===== config.mk =====
export PLATFORM = sky130hd
export DESIGN_NAME = ram_dma_flat
export DESIGN_NICKNAME = d
export VERILOG_FILES = /design/src/rtl/ram_dma_if.sv /design/src/rtl/ram_dma.sv /design/src/flat_wrapper.sv
export SDC_FILE = /design/constraint.sdc
export NUM_CORES = 1
export LEC_CHECK = 0
export BUFFER_PORTS_ARGS = -buffer_cell sky130_fd_sc_hd__buf_4
export CAP_MARGIN = 30
export CORE_UTILIZATION = 47
export DETAILED_ROUTE_END_ITERATION = 7
export GPL_TIMING_DRIVEN = 0
export PLACE_DENSITY = 0.77
export SYNTH_ARGS = -nofsm -noshare
export SYNTH_HDL_FRONTEND = slang
export SYNTH_SLANG_ARGS = --single-unit

===== constraint.sdc =====
create_clock -name clock -period 2.85 [get_ports clock]
set_input_delay 0.285 -clock clock [delete_from_list [all_inputs] [get_ports clock]]
set_output_delay 0.285 -clock clock [all_outputs]
set_load 0.01 [all_outputs]

===== src/rtl/ram_dma_if.sv =====
// Bundle between ram_dma and its neighbours: engine control from the CPU side,
// CPU pass-through port, and the single-port RAM port.
interface ram_dma_if #(
  parameter int address_width = 10,
  parameter int data_width    = 8
) ();
  // start is a one-cycle request honoured only while busy=0; busy then stays
  // high until the cycle after done, which pulses on the final busy cycle.
  logic                     start;
  logic                     mode;
  logic [address_width-1:0] src_addr;
  logic [address_width-1:0] dst_addr;
  logic [address_width:0]   length;
  logic [data_width-1:0]    fill_data;
  logic                     busy;
  logic                     done;
  logic [address_width-1:0] cpu_addr;
  logic                     cpu_wren;
  logic [data_width-1:0]    cpu_data;
  logic [data_width-1:0]    cpu_q;
  logic [address_width-1:0] ram_address;
  logic                     ram_wren;
  logic [data_width-1:0]    ram_data;
  logic [data_width-1:0]    ram_q;

  modport master (
    output start, mode, src_addr, dst_addr, length, fill_data,
    output cpu_addr, cpu_wren, cpu_data, ram_q,
    input  busy, done, cpu_q, ram_address, ram_wren, ram_data
  );

  modport slave (
    input  start, mode, src_addr, dst_addr, length, fill_data,
    input  cpu_addr, cpu_wren, cpu_data, ram_q,
    output busy, done, cpu_q, ram_address, ram_wren, ram_data
  );
endinterface


===== src/rtl/ram_dma.sv =====
// Fill/copy sequencer owning the single-port RAM port; passes CPU accesses
// through while idle.
module ram_dma #(
  parameter int address_width = 10,
  parameter int data_width    = 8
) (
  input  logic       clock,
  input  logic       reset_n,
  ram_dma_if.slave   bus,
  output logic [2:0] dbg_state
);

  localparam logic [2:0] IDLE = 3'd0;
  localparam logic [2:0] FILL = 3'd1;
  localparam logic [2:0] CRD  = 3'd2;
  localparam logic [2:0] CWR  = 3'd3;
  localparam logic [2:0] DONE = 3'd4;

  localparam logic [address_width:0] cnt_one = 1;

  logic [2:0]               state;
  logic [address_width:0]   count;
  logic [address_width:0]   len_q;
  logic [address_width-1:0] src_q;
  logic [address_width-1:0] dst_q;
  logic [data_width-1:0]    fill_q;
  logic [address_width-1:0] offset;
  logic                     last;

  assign offset = count[address_width-1:0];
  // count is one bit wider than the address so a full-RAM length terminates.
  assign last   = (count == len_q - cnt_one);

  always_ff @(posedge clock) begin
    if (!reset_n) begin
      state  <= IDLE;
      count  <= '0;
      len_q  <= '0;
      src_q  <= '0;
      dst_q  <= '0;
      fill_q <= '0;
    end else begin
      case (state)
        IDLE: begin
          if (bus.start) begin
            len_q  <= bus.length;
            src_q  <= bus.src_addr;
            dst_q  <= bus.dst_addr;
            fill_q <= bus.fill_data;
            count  <= '0;
            if (bus.length == '0) state <= DONE;
            else if (bus.mode)    state <= CRD;
            else                  state <= FILL;
          end
        end
        FILL: begin
          count <= count + cnt_one;
          if (last) state <= DONE;
        end
        CRD: state <= CWR;
        CWR: begin
          count <= count + cnt_one;
          state <= last ? DONE : CRD;
        end
        DONE:    state <= IDLE;
        default: state <= IDLE;
      endcase
    end
  end

  // Engine writes are gated by reset so an abort never lands one more word.
  always_comb begin
    bus.ram_address = bus.cpu_addr;
    bus.ram_wren    = bus.cpu_wren;
    bus.ram_data    = bus.cpu_data;
    case (state)
      IDLE: ;
      FILL: begin
        bus.ram_address = dst_q + offset;
        bus.ram_wren    = reset_n;
        bus.ram_data    = fill_q;
      end
      CRD: begin
        bus.ram_address = src_q + offset;
        bus.ram_wren    = 1'b0;
      end
      CWR: begin
        bus.ram_address = dst_q + offset;
        bus.ram_wren    = reset_n;
        bus.ram_data    = bus.ram_q;
      end
      default: bus.ram_wren = 1'b0;
    endcase
  end

  assign bus.busy  = (state != IDLE);
  assign bus.done  = (state == DONE);
  assign bus.cpu_q = bus.ram_q;
  assign dbg_state = state;

endmodule

===== src/flat_wrapper.sv =====
// flat-port wrapper written by rule: the top's interface ports become plain ports
module ram_dma_flat 
#(
  parameter int address_width = 10,
  parameter int data_width    = 8
)
  (clock, reset_n, dbg_state, bus_start, bus_mode, bus_src_addr, bus_dst_addr, bus_length, bus_fill_data, bus_cpu_addr, bus_cpu_wren, bus_cpu_data, bus_ram_q, bus_busy, bus_done, bus_cpu_q, bus_ram_address, bus_ram_wren, bus_ram_data);
  ram_dma_if #(.address_width(address_width), .data_width(data_width)) bus_i ();
  input  logic clock;
  input  logic reset_n;
  output logic [2:0] dbg_state;
  input wire logic [$bits(bus_i.start)-1:0] bus_start;
  input wire logic [$bits(bus_i.mode)-1:0] bus_mode;
  input wire logic [$bits(bus_i.src_addr)-1:0] bus_src_addr;
  input wire logic [$bits(bus_i.dst_addr)-1:0] bus_dst_addr;
  input wire logic [$bits(bus_i.length)-1:0] bus_length;
  input wire logic [$bits(bus_i.fill_data)-1:0] bus_fill_data;
  input wire logic [$bits(bus_i.cpu_addr)-1:0] bus_cpu_addr;
  input wire logic [$bits(bus_i.cpu_wren)-1:0] bus_cpu_wren;
  input wire logic [$bits(bus_i.cpu_data)-1:0] bus_cpu_data;
  input wire logic [$bits(bus_i.ram_q)-1:0] bus_ram_q;
  output wire logic [$bits(bus_i.busy)-1:0] bus_busy;
  output wire logic [$bits(bus_i.done)-1:0] bus_done;
  output wire logic [$bits(bus_i.cpu_q)-1:0] bus_cpu_q;
  output wire logic [$bits(bus_i.ram_address)-1:0] bus_ram_address;
  output wire logic [$bits(bus_i.ram_wren)-1:0] bus_ram_wren;
  output wire logic [$bits(bus_i.ram_data)-1:0] bus_ram_data;
  assign bus_i.start = bus_start;
  assign bus_i.mode = bus_mode;
  assign bus_i.src_addr = bus_src_addr;
  assign bus_i.dst_addr = bus_dst_addr;
  assign bus_i.length = bus_length;
  assign bus_i.fill_data = bus_fill_data;
  assign bus_i.cpu_addr = bus_cpu_addr;
  assign bus_i.cpu_wren = bus_cpu_wren;
  assign bus_i.cpu_data = bus_cpu_data;
  assign bus_i.ram_q = bus_ram_q;
  assign bus_busy = bus_i.busy;
  assign bus_done = bus_i.done;
  assign bus_cpu_q = bus_i.cpu_q;
  assign bus_ram_address = bus_i.ram_address;
  assign bus_ram_wren = bus_i.ram_wren;
  assign bus_ram_data = bus_i.ram_data;
  ram_dma #(.address_width(address_width), .data_width(data_width)) u_core (.clock(clock), .reset_n(reset_n), .bus(bus_i), .dbg_state(dbg_state));
endmodule

==> results of run 1 <==
==> metal layers <==
metal	wire length, um	part of all wire [%]	vias to the layer above
met3	414	4.1	25
met1	4435	43	1664
met5	0	0	-
met2	4977	49	108
met4	395	3.9	0
li1	-	-	1723
==> synth_stat cells, types with 5 or more instances <==
library cell	n	area share (%)
a21boi_1	20	4.5
a21boi_0	21	4.7
nor2_1	21	2.4
inv_1	11	1.2
nor3_1	7	1.0
buf_4	8	1.8
nand3_1	5	0.75
mux2i_1	10	3.0
clkbuf_1	19	2.1
nand2_1	142	16
nand4_1	5	0.93
xor2_1	20	5.2
xnor2_1	9	2.4
ha_1	11	4.1
dfxtp_1	53	32
o21ai_0	18	2.7
==> state kept, by name (all words and copies together) (netlist names) <==
| signal | cells |
|---|---|
| u_core.fill_q | 8 |
| u_core.len_q | 11 |
| u_core.count | 11 |
| u_core.dst_q | 10 |
| u_core.dbg_state | 3 |
| u_core.src_q | 10 |
==> final timing paths <==
| check | start | endpoint | slack, ns | depth (start not counted) |
|---|---|---|---|---|
| min | bus_fill_data[3] | u_core.fill_q[3]$_SDFFE_PN0P_ | 0.21 | 3 |
| max reg2reg | u_core.len_q[0]$_SDFFE_PN0P_ | u_core.dbg_state[0]$_SDFFE_PN0P_ | 0.28 | 9 |
| min reg2reg | u_core.dst_q[8]$_SDFFE_PN0P_ | u_core.dst_q[8]$_SDFFE_PN0P_ | 0.46 | 2 |
| max | u_core.dbg_state[0]$_SDFFE_PN0P_ | bus_ram_address[9] | -0.06 | 13 |
==> power breakdown <==
group          internal (mW)  switching [mW]  total [mW]
sequential             0.784          0.0435       0.827
combinational          0.310           0.319       0.629
clock                  0.286           0.263       0.549
total                   1.38           0.626        2.01
==> stage by stage <==
stage | instances | hold WS, ns
detailed placement | 640 | 0.4474
CTS | 660 | 0.2054
floorplan | 443 | 0.4198
finish | 663 | 0.2080
global placement | 640 | 0.4420
global route | 663 | 0.2061
==> final cells by class <==
type / instances / area [um^2]
buffer: 30 / 185.2
clock buffer: 6 / 82.58
clock inverter: 2 / 37.54
fill: 562 / 2147
inverter: 11 / 41.29
multi-input combinational: 347 / 2260
sequential: 53 / 1069
tap: 96 / 120.1
timing repair buffer: 118 / 889.6
==> critical path, delay by kind of cell (launching register included) <==
kind,cells,cell delay [ns]
compound gates,4,0.65
xor+xnor,1,0.16
fa+ha+maj,1,0.21
buf+inv,3,0.40
flops,1,0.40
simple gates,4,0.49
==> cell families (layout without fill, tap and decap cells) <==
family,count (synthesis),after routing,synth area share [%]
AO/OA/AOI/OAI,92,92,19.52
XOR/XNOR,30,30,8.246
AND/OR/NAND/NOR,202,202,26.34
flip-flops,53,53,31.64
multiplexers,11,11,3.321
adder cells (fa/ha/maj),12,12,4.701
buffers and inverters,43,167,6.231
==> what timing repair did <==
action	in CTS	in global routing
pin swaps	22	19
setup buffers	13	4
endpoints found under the setup margin	9	6
gates resized for setup	33	12
==> impl_metrics.csv, run 1 <==
group,metric,value,unit
setup_path,crit_chain,"nor2b_4 > buf_8 > buf_4 > nand2_2 > nand2_4 > ha_4 > a21o_1 > nor3_1 > o211ai_1 > a31oi_1 > xnor2_1 > o21ai_1 > buf_4",
setup_path,cp_slowest_cell,"dfxtp_4",
sta,rsz0062_at_grt,"true",
global_routing,grt_util_met3,4.000,%
floorplan,start_util,49.08,%
placed_design,dpl-instance-area,0.004252,mm^2
clocking,holdBufCountCts,0,
global_routing,grt_max_degree,17,
clocking,clk_latency,0.32,ns
synth,synth_edf_count,0,
finish,nets,648,
clocking,cts-htree-levels,2,
setup_path,crit_type,"reg2out",
global_routing,gr-max-usage-layer,"met2",
setup_path,critical_path.most_common_cell,"buf_4",
placed_design,io_buffers,101,
placed_design,hpwl,7338,um
synth,synth.distinct_cells,50,
global_routing,grt_pass1_wl,15990,um
routing,vias,3520,
hold_path,hold_class,"in2reg",
run_status,violations,"setup timing",
floorplan,rows,30,
sta,hold_viol_final,0,
routing,ant_nets,0,
sta,final-setup-viol-count,3,
sta,min_period,2.912,ns
placed_design,dpl_worst_slack,-0.3253,ns
job,drv_cap,0,
finish,design_area,0.004684,mm^2
finish,area_growth_syn_to_layout,39.70,%
clocking,clk_pin_slew,0.09,ns
routing,routed_wl,10220,um
global_routing,grt_usage,27.59,%
setup_path,cp.required,2.57,ns
finish,final_common_cell,"nand2_1",
clocking,cts_sinks,53,
routing,drc_errors,0,
routing,routedWlPerCell,15.42,um
finish,post-route-util,68.57,%
global_routing,met1_usage,34.30,%
sta,slew_headroom,27.74,%
finish,drive_gt1_share,31.04,%
sta,clock_skew,0.007002,ns
global_routing,grt_pass1_vias,3403,
synth,syn-num-nets,525,
pwr,ir_drop,0.2967,mV
floorplan,io_pins,102,
floorplan,dieHeight,86.47,um
synth,ys_seq_area_share,31.64,%
sta,timing.fmax,0.3434,GHz
synth,avgSynthCellArea,7.569,um^2
setup_path,crit_arrival,2.63,ns
sta,worstMarginPinSlew,1.074,ns
synth,synthCells,443,
synth,synthesis.area,0.003353,mm^2
synth,yosysWarnings,0,
global_routing,overflow,0,
setup_path,worstPathMaxFanout,7,
global_routing,met2_usage,46.54,%
floorplan,dieWidth,86.47,um
finish,most-common-layout-cells,"133 x nand2_1, 125 x buf_4, 51 x dfxtp_1, 21 x nor2_1",
routing,drt_iter0_drc,244,
sta,maxSlewViolCount,0,
clocking,clockBufferDepth,2,
setup_path,max_stage_delay,0.40,ns
clocking,numCtsBuffers,5,
sta,worst_slack,-0.06231,ns
clocking,cts_tree,"yes",
sta,fin_crit_sh,102.2,%
pwr,p_leak,2.063,nW
synth,synth_seq_cells,53,
floorplan,dieArea,0.007476,mm^2
run_status,status,"finished, violations left",
clocking,clock_tree.root_cell,"clkbuf_8",
global_routing,antenna_found_initial,0,
pwr,powerDensity,428.2,mW/mm^2
routing,via_per_inst,5.309,
pwr,p_total,2.006,mW
synth,synth_top_flop_cell,"dfxtp_1",
setup_path,worstSetupEndpointType,"output port",
finish,diodes,0,
floorplan,coreArea,0.006832,mm^2
routing,drtPass1Iterations,4,
setup_path,crit_path_start_kind,"flop",
sta,final.setup.tns,-0.1600,ns
placed_design,place_congestion,0.8532,
synth,async_flop_share,0,%
Power figures use the tool's default switching activity.
==> run 2, diff against run 1 <==
Settings changed: CTS_CLUSTER_SIZE set to 30, MAX_ROUTING_LAYER set to met4.
==> run 2 against run 1 <==
Effect of this change: sequential power about the same; worst hold slack better by 0.0013 ns; the run still ends with setup timing left; largest cell class unchanged; clock power about the same; register-to-register slack worse by 0.02 ns; sequential cell count unchanged; first-iteration DRC count down 9.4%; via count up 0.51%; non-clock buffer count unchanged; sequential share of layout area unchanged; setup slack worse by 0.0059 ns; highest routed layer unchanged; count of clock-buffer cells in the layout unchanged.
==> impl_metrics.csv, run 2 (synthesized netlist as in run 1, its figures left out) <==
group,metric,value,unit
routing,drc_errors,0,
clocking,holdBufCountCts,0,
setup_path,crit_chain,"nor2b_4 > buf_8 > buf_4 > nand2_2 > nand2_4 > ha_4 > a21o_1 > nor3_1 > o211ai_1 > a31oi_1 > xnor2_1 > o21ai_1 > buf_4",
sta,slew_headroom,29.24,%
clocking,cts_tree,"yes",
clocking,clockBufferDepth,2,
setup_path,max_stage_delay,0.40,ns
routing,via_per_inst,5.336,
hold_path,hold_class,"in2reg",
setup_path,crit_path_start_kind,"flop",
setup_path,crit_arrival,2.63,ns
global_routing,grt_pass1_vias,3411,
placed_design,hpwl,7338,um
finish,final_common_cell,"nand2_1",
job,drv_cap,0,
global_routing,gr-max-usage-layer,"met2",
sta,hold_viol_final,0,
finish,most-common-layout-cells,"133 x nand2_1, 125 x buf_4, 51 x dfxtp_1, 21 x nor2_1",
floorplan,coreArea,0.006832,mm^2
setup_path,worstSetupEndpointType,"output port",
pwr,powerDensity,428.3,mW/mm^2
floorplan,rows,30,
sta,maxSlewViolCount,0,
placed_design,place_congestion,0.8668,
placed_design,io_buffers,101,
setup_path,crit_buf_inv,3,
finish,reg_top3,"u_core.count (11), u_core.len_q (11)",
setup_path,crit_type,"reg2out",
global_routing,grt_usage,28.43,%
sta,rsz0062_at_grt,"true",
global_routing,antenna_found_initial,0,
sta,clock_skew,0.008815,ns
global_routing,met2_usage,46.54,%
run_status,status,"finished, violations left",
clocking,clk_pin_slew,0.09,ns
floorplan,io_pins,102,
sta,min_period,2.918,ns
pwr,p_total,2.006,mW
setup_path,cp_slowest_cell,"dfxtp_4",
setup_path,cp.required,2.57,ns
routing,vias,3538,
global_routing,met1_usage,34.36,%
setup_path,critical_path.most_common_cell,"buf_4",
finish,drive_gt1_share,31.04,%
setup_path,cp_top_family,"compound AO/OA/AOI/OAI gates",
sta,timing.fmax,0.3427,GHz
finish,area_growth_syn_to_layout,39.70,%
sta,worstMarginPinSlew,1.052,ns
sta,final-setup-viol-count,3,
floorplan,dieHeight,86.47,um
global_routing,grt_max_degree,17,
floorplan,dieArea,0.007476,mm^2
run_status,violations,"setup timing",
routing,routedWlPerCell,15.50,um
floorplan,start_util,49.08,%
clocking,numCtsBuffers,5,
global_routing,grt_pass1_wl,15990,um
clocking,cts_sinks,53,
routing,drtPass1Iterations,4,
clocking,clock_tree.root_cell,"clkbuf_8",
global_routing,grt_util_met3,4.000,%
finish,diodes,0,
floorplan,dieWidth,86.47,um
setup_path,worstPathMaxFanout,7,
sta,fin_crit_sh,102.4,%
clocking,clk_latency,0.32,ns
pwr,ir_drop,0.2965,mV
clocking,cts-htree-levels,2,
finish,nets,648,
routing,drt_iter0_drc,221,
global_routing,overflow,0,
pwr,p_leak,2.063,nW
routing,ant_nets,0,
finish,post-route-util,68.57,%
sta,worst_slack,-0.06819,ns
routing,routed_wl,10280,um
## run 2: layer usage
| layer | vias to the layer above | wire (um) |
|---|---|---|
| met2 | 107 | 5041 |
| met4 | 0 | 362 |
| li1 | 1724 | - |
| met3 | 26 | 474 |
| met5 | - | 0 |
| met1 | 1681 | 4397 |
## run 2: final cells by class
class	count	area, um^2
clock buffer	6	82.58
inverter	11	41.29
timing repair buffer	118	889.6
buffer	30	185.2
tap	96	120.1
fill	562	2147
multi-input combinational	347	2260
clock inverter	2	37.54
sequential	53	1069
## run 2: through the flow
step           cells  TNS (ns)  hold WS, ns  area (um^2)  setup WS (ns)
6_report         663   -0.1699       0.2093         4684       -0.06819
5_1_grt          663   -0.6335       0.2061         4684        -0.1896
4_1_cts          660   -0.4054       0.2054         4612        -0.1358
3_5_place_dp     640    -1.034       0.4474         4252        -0.3253
3_3_place_gp     640   -0.8886       0.4420         4252        -0.3040
2_1_floorplan    443         0       0.4198         3373        0.02451
## run 2: worst register-to-register path, delay by kind of cell, from the launching register on
kind	cells	cell delay, ns
buffers and inverters	2	0.31
DFF	1	0.47
AOI/OAI and AO/OA	3	0.30
and+or+nand+nor	3	1.16
adders and majority gates	1	0.20
## run 2: final timing paths
check / start / endpoint / slack (ns) / cells after the start
worst max-delay path: u_core.dbg_state[0]$_SDFFE_PN0P_ / bus_ram_address[9] / -0.07 / 13
worst min-delay path: bus_fill_data[3] / u_core.fill_q[3]$_SDFFE_PN0P_ / 0.21 / 3
worst max register to register: u_core.len_q[0]$_SDFFE_PN0P_ / u_core.dbg_state[0]$_SDFFE_PN0P_ / 0.26 / 9
worst min register to register: u_core.dst_q[8]$_SDFFE_PN0P_ / u_core.dst_q[8]$_SDFFE_PN0P_ / 0.46 / 2
## run 2: repair_timing
item	in CTS	in global routing
setup endpoints to repair	9	6
pin swaps	22	19
setup buffers	13	4
cloned	0	0
resized for setup	33	12
## run 2: where the power goes
part | internal [mW] | total [mW] | switching, mW
logic | 0.310 | 0.630 | 0.320
registers | 0.784 | 0.827 | 0.0432
clock network | 0.286 | 0.550 | 0.264
